==> config.mk <==
export PLATFORM = sky130hd
export DESIGN_NAME = pipe_ctrl
export DESIGN_NICKNAME = d
export VERILOG_FILES = /design/src/rtl/pipe_ctrl.sv
export SDC_FILE = /design/constraint.sdc
export NUM_CORES = 1
export LEC_CHECK = 0
export CAP_MARGIN = 30
export CORE_UTILIZATION = 41
export DETAILED_ROUTE_END_ITERATION = 8
export HOLD_SLACK_MARGIN = 0.02
export PLACE_DENSITY = 0.81
export SYNTH_ARGS = -nofsm -noshare
export SYNTH_HDL_FRONTEND = slang
export SYNTH_SLANG_ARGS = --single-unit
export TNS_END_PERCENT = 10
==> constraint.sdc <==
create_clock -name clk -period 2.2 [get_ports clk]
set_input_delay 0.55 -clock clk [delete_from_list [all_inputs] [get_ports clk]]
set_output_delay 0.55 -clock clk [all_outputs]
set_load 0.01 [all_outputs]
==> src/rtl/pipe_ctrl.sv <==
// pipe_ctrl: hazard controller for the 5-stage core.
// Turns per-stage stall requests and the ID branch decision into hold
// enables, NOP-insert enables and a PC redirect. A branch resolved while
// EX/MEM is stalled is parked in pend_pc and replayed once they drain.
// A watchdog flags a stall that lasts STALL_TIMEOUT consecutive cycles.
// Optional feature macro: CTRL_PERF_EN (stall and redirect counters).
module pipe_ctrl #(
  parameter int STALL_TIMEOUT = 1024,
  parameter int ADDR_W        = 32
) (
  input  logic              clk,
  input  logic              rst,
  input  logic              stallreq_if,
  input  logic              stallreq_id,
  input  logic              stallreq_ex,
  input  logic              stallreq_mem,
  input  logic              br_i,
  input  logic [ADDR_W-1:0] bt_i,
  output logic [4:0]        stall_o,
  output logic [4:0]        bubble_o,
  output logic              redirect_o,
  output logic [ADDR_W-1:0] pc_o,
  output logic              hang_o,
  output logic [31:0]       stall_cnt_o,
  output logic [31:0]       flush_cnt_o
);

  typedef enum logic {RUN, PEND} state_t;

  localparam logic [16:0] TIMEOUT_L = 17'(STALL_TIMEOUT);

  state_t              state_reg;
  logic [ADDR_W-1:0]   pend_pc_reg;
  logic [15:0]         stall_run_reg;
  logic                hang_reg;

  logic [4:0]          stall_next;
  logic [4:0]          bubble_next;
  logic                redirect_next;
  logic [ADDR_W-1:0]   pc_next;
  logic                go_pend;
  logic                any_stall;
  logic [16:0]         stall_run_inc;

  // Hazard decode: deepest requester holds itself and everything upstream,
  // a bubble goes into the stage just below it; redirects squash the fetch.
  always_comb begin
    stall_next    = 5'b00000;
    bubble_next   = 5'b00000;
    redirect_next = 1'b0;
    pc_next       = '0;
    go_pend       = 1'b0;
    if (!rst) begin
      if (stallreq_mem) begin
        stall_next  = 5'b01111;
        bubble_next = 5'b10000;
      end else if (stallreq_ex) begin
        stall_next  = 5'b00111;
        bubble_next = 5'b01000;
      end else if (stallreq_id) begin
        stall_next  = 5'b00011;
        bubble_next = 5'b00100;
      end else if (stallreq_if) begin
        stall_next  = 5'b00001;
        bubble_next = 5'b00010;
      end

      if (state_reg == RUN) begin
        if (br_i && !stallreq_id && !stallreq_ex && !stallreq_mem) begin
          redirect_next  = 1'b1;
          pc_next        = bt_i;
          stall_next[0]  = 1'b0;
          bubble_next[1] = 1'b1;
        end else if (br_i && (stallreq_ex || stallreq_mem)) begin
          go_pend = 1'b1;
        end
      end else begin
        // Replay the parked target once ID/EX/MEM are free; the re-asserted
        // br_i of the held ID instruction is deliberately ignored here.
        if (!stallreq_id && !stallreq_ex && !stallreq_mem) begin
          redirect_next  = 1'b1;
          pc_next        = pend_pc_reg;
          stall_next[0]  = 1'b0;
          bubble_next[1] = 1'b1;
        end
      end
    end
  end

  assign any_stall     = |stall_next;
  assign stall_run_inc = {1'b0, stall_run_reg} + 17'd1;

  assign stall_o    = stall_next;
  assign bubble_o   = bubble_next;
  assign redirect_o = redirect_next;
  assign pc_o       = pc_next;
  assign hang_o     = hang_reg;

  // State machine, pending target and saturating stall watchdog.
  always_ff @(posedge clk) begin
    if (rst) begin
      state_reg     <= RUN;
      pend_pc_reg   <= '0;
      stall_run_reg <= '0;
      hang_reg      <= 1'b0;
    end else begin
      case (state_reg)
        RUN: begin
          if (go_pend) begin
            state_reg   <= PEND;
            pend_pc_reg <= bt_i;
          end
        end
        PEND: begin
          if (redirect_next) begin
            state_reg <= RUN;
          end
        end
        default: state_reg <= RUN;
      endcase

      if (any_stall) begin
        if ({1'b0, stall_run_reg} < TIMEOUT_L) begin
          stall_run_reg <= stall_run_inc[15:0];
        end
        if (stall_run_inc >= TIMEOUT_L) begin
          hang_reg <= 1'b1;
        end
      end else begin
        stall_run_reg <= '0;
      end
    end
  end

`ifdef CTRL_PERF_EN
  logic [31:0] stall_cnt_reg;
  logic [31:0] flush_cnt_reg;

  // Free-running performance counters, wrapping modulo 2^32.
  always_ff @(posedge clk) begin
    if (rst) begin
      stall_cnt_reg <= '0;
      flush_cnt_reg <= '0;
    end else begin
      if (any_stall)     stall_cnt_reg <= stall_cnt_reg + 32'd1;
      if (redirect_next) flush_cnt_reg <= flush_cnt_reg + 32'd1;
    end
  end

  assign stall_cnt_o = stall_cnt_reg;
  assign flush_cnt_o = flush_cnt_reg;
`else
  assign stall_cnt_o = 32'd0;
  assign flush_cnt_o = 32'd0;
`endif

endmodule

**Word level (Yosys, flattened, before mapping)**

Index checks and enable logic that the tools add are counted.

- Bits in registers: 50
- Output and inout bits: 108
- Bits of input ports: 39
- Word-level logic and storage cells: 54

- Reduce and logical (&&, ||, !) cells: 14
- Multiplexer cells: 31
- Bitwise gates (word level): 2
- Magnitude comparators: 2
- Add/sub/neg operators: 1

Operators with widths:

| cell | count |
|---|---|
| $mux 32 | 4 |
| $add 16x1->17 const B | 1 |
| $ge 17x11->1 const B | 1 |
| $mux 1 | 17 |
| $lt 16x11->1 const B | 1 |
| $mux 4 | 3 |
| $mux 5 | 2 |
| $logic_and 1x1->1 | 6 |
| $mux 3 | 2 |
| $reduce_or 5->1 | 1 |
| $mux 2 | 2 |
| $reduce_and 2->1 | 2 |
| $logic_not 1->1 | 3 |
| $not 1->1 | 2 |
| $pmux 1 s2 | 1 |
| $reduce_or 2->1 | 1 |
| $logic_or 1x1->1 | 1 |

**Depth between registers and ports, before layout**

Gate-level depths: netlist (run 1).

- Depth in word-level cells: 10
- Depth in mapped cells: 6
- Mapped depth without buffers: 5

**Worst setup path before layout (run 1)**

Ideal clock, no wire load.

- Path type: input to output
- Start point: in rst
- End point: out pc_o[10]
- Buffers on the path: 2
- Stages: 4
- Slack: 0.035 ns
- Required time: 1.650 ns
- Data arrival time: 1.615 ns
- Cell sequence: or4_1 > clkbuf_1 > clkbuf_1 > nor2_1

- Cells in the longest elaborated chain, start to end: 1

Ends and longest elaborated chain:

| element | RTL line | source |
|---|---|---|
| from (decl) | 12 | `input logic rst,` |
| $mux 32 | 53 | `if (!rst) begin` |
| to (decl) | 22 | `output logic [ADDR_W-1:0] pc_o,` |

No other way between the ends.

**Worst setup path after layout (run 1)**

- Start point: in rst
- End point: out pc_o[12]

Same word-level chain as after synthesis.

==> results of run 1 <==
cell usage in the layout, fill, tap and decap left out, drive strengths merged, types with 3 or more instances in the layout:
| cell type | instances |
|---|---|
| o21ai | 3 |
| conb | 66 |
| clkbuf | 7 |
| xor2 | 6 |
| or2 | 3 |
| and2 | 6 |
| dlygate4sd2 | 3 |
| buf | 67 |
| dfxtp | 50 |
| nor2 | 50 |
| and3 | 34 |
| xnor2 | 4 |
| nand2 | 72 |
| clkdlybuf4s50 | 34 |
| dlymetal6s2s | 3 |
| nand4 | 3 |
| and4 | 4 |
| a21oi | 67 |
| nand3 | 5 |
| nor3 | 6 |
cell type report:
| class | instances | share of cell area (%) |
|---|---|---|
| Clock buffer | 6 | 1.67 |
| Clock inverter | 2 | 0.866 |
| Inverter | 2 | 0.173 |
| Multi-Input combinational cell | 346 | 43.8 |
| Sequential cell | 50 | 23.1 |
| Tap cell | 99 | 2.86 |
| Timing Repair Buffer | 110 | 27.6 |
critical path, delay by kind of cell:
| family | cells | cell delay (ns) |
|---|---|---|
| buffers and inverters | 4 | 0.53 |
| AND/OR/NAND/NOR | 2 | 0.67 |
kinds of logic after synthesis:
logic type               count (synthesis)  synth area share, %
buffers and inverters                   94                 20.0
AO/OA/AOI/OAI                           76                 13.0
adder cells (fa/ha/maj)                  2                0.820
other                                    1                0.123
AND/OR/NAND/NOR                        191                 30.0
flip-flops                              50                 32.8
multiplexers                             1                0.328
XOR/XNOR                                10                 2.87
final timing paths:
path / start / slack [ns] / endpoint / cells past startpoint
worst max-delay path: rst / -0.11 / pc_o[12] / 6
worst max register to register: stall_run_reg[10]$_SDFFE_PP0N_ / 0.43 / stall_run_reg[9]$_SDFFE_PP0N_ / 5
worst min register to register: pend_pc_reg[22]$_SDFFE_PP0P_ / 0.46 / pend_pc_reg[22]$_SDFFE_PP0P_ / 2
worst min-delay path: pend_pc_reg[22]$_SDFFE_PP0P_ / 0.46 / pend_pc_reg[22]$_SDFFE_PP0P_ / 2
report_power, final:
part           internal, mW  switching, mW  total [mW]
Sequential            0.935         0.0198       0.954
Clock                 0.340          0.305       0.645
Combinational         0.204          0.250       0.454
routing by layer:
layer | GRT usage (%) | share of wire, % | up-vias
li1 | - | - | 1461
met1 | 25.4 | 40 | 1395
met2 | 36.1 | 53 | 121
met3 | 4.29 | 7.0 | 8
met4 | 4.11 | 0.63 | 0
met5 | 0 | 0 | -
timing repair:
| item | in CTS | in global routing |
|---|---|---|
| buffers inserted | 3 | 1 |
| pin swaps | 15 | 18 |
| gates cloned | 5 | 0 |
| resized for setup | 204 | 59 |
| endpoints found under the setup margin | 41 | 36 |
| hold buffers | 0 | 0 |
==> key figures, run 1 <==
Outcome
  • Status: finished, violations left
  • Failing checks: setup timing

Route
  • 1st-iter DRT viols: 132
  • Via-to-Cell Ratio: approximately 4.9
  • Final ANT Viol Nets: 0
  • Residual DRC count: 0
  • Avg WL per Cell: between 10 and 15 µm
  • First drt pass iteration count: 4
  • Post-Route WL: just over 8000 µm
  • DR vias: around 3000

Yosys
  • Synth warnings: 0
  • Synth unique cells: 37
  • Flop and latch count out of synthesis: 50
  • Most frequent cell after synthesis: nand2_1
  • Register area share after synthesis: about a third
  • Share of the synthesized area in the top cell type: roughly a third
  • Post-synth EDFFs: 0
  • Commonest cells in the netlist: nand2_1, a21oi_1, buf_4
  • Synth Instances: roughly 430
  • Area leader, netlist: dfxtp_1
  • Top post-synthesis cells by area: dfxtp_1, buf_4, a21oi_1
  • Prevailing post-synth register cell: dfxtp_1
  • Syn Std Cell Area: roughly 0.0031 mm²
  • Post-synthesis area per instance: a little over 7 µm²
  • Async set or reset register ratio after synthesis: 0%

Timing
  • Hold Violations, Final: 0
  • Final worst slack: -0.110 ns
  • Sum Neg Setup Slack: -2.87 ns
  • Final setup fails: 35
  • RSZ-0062 raised after global routing: true
  • Worst Clk Skew: about 0.0042 ns
  • Fmax: around 0.43 GHz
  • Final Slew Violations: 0
  • Final worst path period share: 105%
  • Worst hold margin: 0.459 ns
  • Tmin final: approximately 2.3 ns

Layout
  • Fin cells: approximately 620
  • Diodes inserted: 0
  • Max reg flops: 32
  • # fillers: roughly 630
  • Multi-input logic area: between 0.0015 and 0.002 mm²
  • Final core utilization: 60.1%
  • Final net count: approximately 560
  • Layout area overhead: 42.0%
  • Fin area: about 0.0043 mm²
  • Sequential cell area: approximately 0.001 mm²
  • Proportion of layout cells with a drive suffix above 1: 23.6%

Power
  • VDD IR-drop max: between 0.2 and 0.3 mV
  • Total Power: 2.05 mW
  • Lkg Pwr: about 1.9 nW
  • Pwr Density: approximately 470 mW/mm²

Worst setup path
  • Cell repeated most along the worst path: buf_12
  • CP Class: in -> out
  • Slowest cell on the critical path: or4_4
  • WP data required: 1.65 ns
  • Critical Path AT: 1.76 ns
  • CP Capture Type: primary output
  • CP Launch Type: input port
  • Crit-path cells: buf_8, or4_4, buf_12, buf_12, nor2_4, buf_6
  • Slowest stage delay, CP: about 0.57 ns
  • Crit Path Max Fanout: 8

Hold path
  • HP Class: reg -> reg

Placement
  • Cells after DPL: ~600
  • Post-DP HPWL: ~5300 µm
  • Cell Area, Placed: around 0.0038 mm²
  • Routability Congestion: between 0.8 and 0.9
  • IO buf count: 80
  • Post-placement worst setup slack: -0.862 ns

GRT
  • Overall global routing resource usage: about a fifth
  • Global route overflow: 0
  • Initial antenna violation count: 0
  • Largest net degree at the start of global routing: 25
  • Vias in the first global route: approximately 2700
  • First-pass GRT wire length: about 12000 µm

Clock network
  • Clock buffer depth: 2
  • # clock sinks: 50
  • Worst-Skew Late Latency: approximately 0.30 ns
  • Root Buffer: clkbuf_8
  • CTS tree: yes
  • CTS buffer count: 5
  • H-tree Lvls: 2
  • Worst-path clk slew: about 0.090 ns

Floorplanning
  • # rows: 31
  • Starting Density: about 42%
  • Die Ht: just under 90 µm
  • Io pins: ~150
  • Die X: about 90 µm
  • Die area: between 0.007 and 0.008 mm²
  • Core Area: around 0.0072 mm²

Flow run
  • Maxcap violations: 0
(Power assumes the default switching activity.)
==> run 2, diff against run 1 <==
--- a/config.mk
+++ b/config.mk
@@ -7,6 +7,7 @@
 export LEC_CHECK = 0
 export CAP_MARGIN = 30
 export CORE_UTILIZATION = 41
+export CTS_BUF_LIST = sky130_fd_sc_hd__clkbuf_16
 export DETAILED_ROUTE_END_ITERATION = 8
 export HOLD_SLACK_MARGIN = 0.02
 export PLACE_DENSITY = 0.81
==> run 2 against run 1 <==
The run still ends with setup timing left. Maximum frequency up 0.97%. Die area unchanged. Count of clock-buffer cells in the layout down 1. Power up 9.6%. Critical path depth down 1. Sequential power about the same. Combinational power down 6.8%. Clock skew down 0.00064 ns. Via count down 0.97%. Critical endpoint is now pc_o[0]. Highest routed layer unchanged.
==> key figures, run 2 (synthesis gave the netlist of run 1 again) <==
Worst setup path
  • Critical Path AT: 1.74 ns (-0.02 ns)
  • CP Capture Type: primary output
  • Crit Path Max Fanout: 8 (unchanged)
  • CP Class: in -> out
  • WP data required: 1.65 ns (about the same)
  • CP Launch Type: input port

Placement
  • Post-placement worst setup slack: -0.862 ns (unchanged)
  • Routability Congestion: 0.808 (unchanged)
  • Cell Area, Placed: 0.00380 mm² (unchanged)
  • Post-DP HPWL: 5270 µm (unchanged)
  • IO buf count: 80 (unchanged)

Power
  • Pwr Density: 545 mW/mm² (+15%)
  • Total Power: 2.25 mW (+9.6%)
  • VDD IR-drop max: 0.289 mV (+10%)
  • Lkg Pwr: 1.80 nW (-5.1%)

Clock network
  • CTS buffer count: 5 (unchanged)
  • Clock buffer depth: 2 (unchanged)
  • # clock sinks: 50 (unchanged)
  • Worst-path clk slew: 0.06 ns (-0.03 ns)
  • Root Buffer: clkbuf_16
  • Cts hold-fix bufs: 0 (unchanged)
  • Worst-Skew Late Latency: 0.29 ns (about the same)
  • CTS tree: yes
  • H-tree Lvls: 2 (unchanged)

Layout
  • Final core utilization: 57.2% (-2.9 points)
  • Max reg flops: 32 (unchanged)
  • Most frequent cells in the layout: nand2_1, a21oi_1, conb_1
  • Commonest non-fill, non-tap cell in the layout: nand2_1
  • Fin area: 0.00412 mm² (-4.9%)
  • Multi-input logic area: 0.00184 mm² (-2.8%)
  • Proportion of layout cells with a drive suffix above 1: 22.9% (-0.75 points)
  • Final net count: 551 (-0.90%)
  • Sequential cell area: 0.00100 mm² (unchanged)
  • # fillers: 656 (+4.3%)
  • Layout area overhead: 35.1%
  • Diodes inserted: 0 (unchanged)

GRT
  • Vias in the first global route: 2662 (+0.038%)
  • First-pass GRT wire length: 12400 µm (+0.17%)
  • Initial antenna violation count: 0 (unchanged)
  • Overall global routing resource usage: 20.3% (unchanged)
  • Global route overflow: 0 (unchanged)
  • Largest net degree at the start of global routing: 36 (+44%)

Outcome
  • Failing checks: setup timing
  • Status: finished, violations left

Floorplanning
  • Core Area: 0.00721 mm² (unchanged)
  • Io pins: 147 (unchanged)
  • Die area: 0.00780 mm² (unchanged)
  • Starting Density: 42.3% (unchanged)
  • # rows: 31 (unchanged)
  • Die X: 88.3 µm (unchanged)
  • Die Ht: 88.3 µm (unchanged)

Flow run
  • Maxcap violations: 0 (unchanged)

Timing
  • Tmin final: 2.29 ns (-0.0221 ns)
  • Final setup fails: 34 (-2.9%)
  • RSZ-0062 raised after global routing: true
  • Fmax: 0.437 GHz (+0.97%)
  • Worst Clk Skew: 0.00354 ns (-0.000638 ns)
  • Final worst path period share: 104% (-1.0 points)
  • Final worst slack: -0.0877 ns (+0.0221 ns)
  • Final Slew Violations: 0 (unchanged)
  • Hold Violations, Final: 0 (unchanged)

Route
  • DR vias: 2956 (-0.97%)
  • Final ANT Viol Nets: 0 (unchanged)
  • 1st-iter DRT viols: 196 (+48%)
  • Residual DRC count: 0 (unchanged)
  • Post-Route WL: 8020 µm (-0.85%)
  • Via-to-Cell Ratio: 4.85 (-0.16%)
  • Avg WL per Cell: 13.1 µm (about the same)
  • First drt pass iteration count: 4 (unchanged)

Hold path
  • HP Class: reg -> reg
## run 2: cell types whose count changed in the layout (fill, tap and decap cells not counted), sizes merged
| cell | delta |
|---|---|
| clkbuf | -1 |
| inv | +1 |
| bufbuf | -1 |
| dlymetal6s2s | -3 |
| buf | -4 |
| clkdlybuf4s50 | +3 |
## run 2: layout make-up
cell class | count | area share, %
well taps | 99 | 3.00
inverters | 2 | 0.182
multi-input cells | 346 | 44.7
clock buffers | 5 | 3.03
flip-flops and latches | 50 | 24.3
clock inverters | 3 | 1.00
repair buffers | 105 | 23.8
## run 2: per-stage QoR
step | TNS [ns] | hold WS [ns] | instances
after floorplan | 0 | 0.437 | 490
after global placement | -34.84 | 0.442 | 598
after detailed placement | -36.37 | 0.447 | 598
after CTS | -2.29 | 0.456 | 611
after global routing | -2.65 | 0.475 | 610
final | -1.62 | 0.453 | 610
## run 2: critical path: stages
cell and delay, ns:
buf_8 0.11, or4_4 0.62, buf_6 0.21, nor2_2 0.11, buf_2 0.13
## run 2: layer usage
metal / up-vias / global-route usage [%] / wire, µm
met5: - / 0 / 0
met4: 0 / 3.96 / 46
met3: 5 / 4.48 / 540
met2: 112 / 36.2 / 4090
met1: 1392 / 25.3 / 3340
li1: 1447 / - / -
## run 2: power by group
group | switching [mW] | leakage [nW] | total [mW] | internal [mW]
Clock | 0.338 | 0.0812 | 0.871 | 0.533
Combinational | 0.241 | 1.31 | 0.423 | 0.183
Sequential | 0.0197 | 0.406 | 0.955 | 0.935
Total | 0.599 | 1.80 | 2.25 | 1.65
## run 2: final timing paths
kind | endpoint | slack (ns) | from | cells past startpoint
max | pc_o[0] | -0.09 | rst | 5
min | pend_pc_reg[23]$_SDFFE_PP0P_ | 0.45 | pend_pc_reg[23]$_SDFFE_PP0P_ | 2
max reg2reg | stall_run_reg[5]$_SDFFE_PP0N_ | 0.43 | stall_run_reg[10]$_SDFFE_PP0N_ | 5
min reg2reg | pend_pc_reg[23]$_SDFFE_PP0P_ | 0.45 | pend_pc_reg[23]$_SDFFE_PP0P_ | 2
## run 2: what timing repair did
item                                    4_1_cts  5_1_grt
endpoints found under the setup margin       41       36
gates cloned                                  3        0
gates resized for setup                     205       30
setup buffers                                 2        0
pin swaps                                    13        1
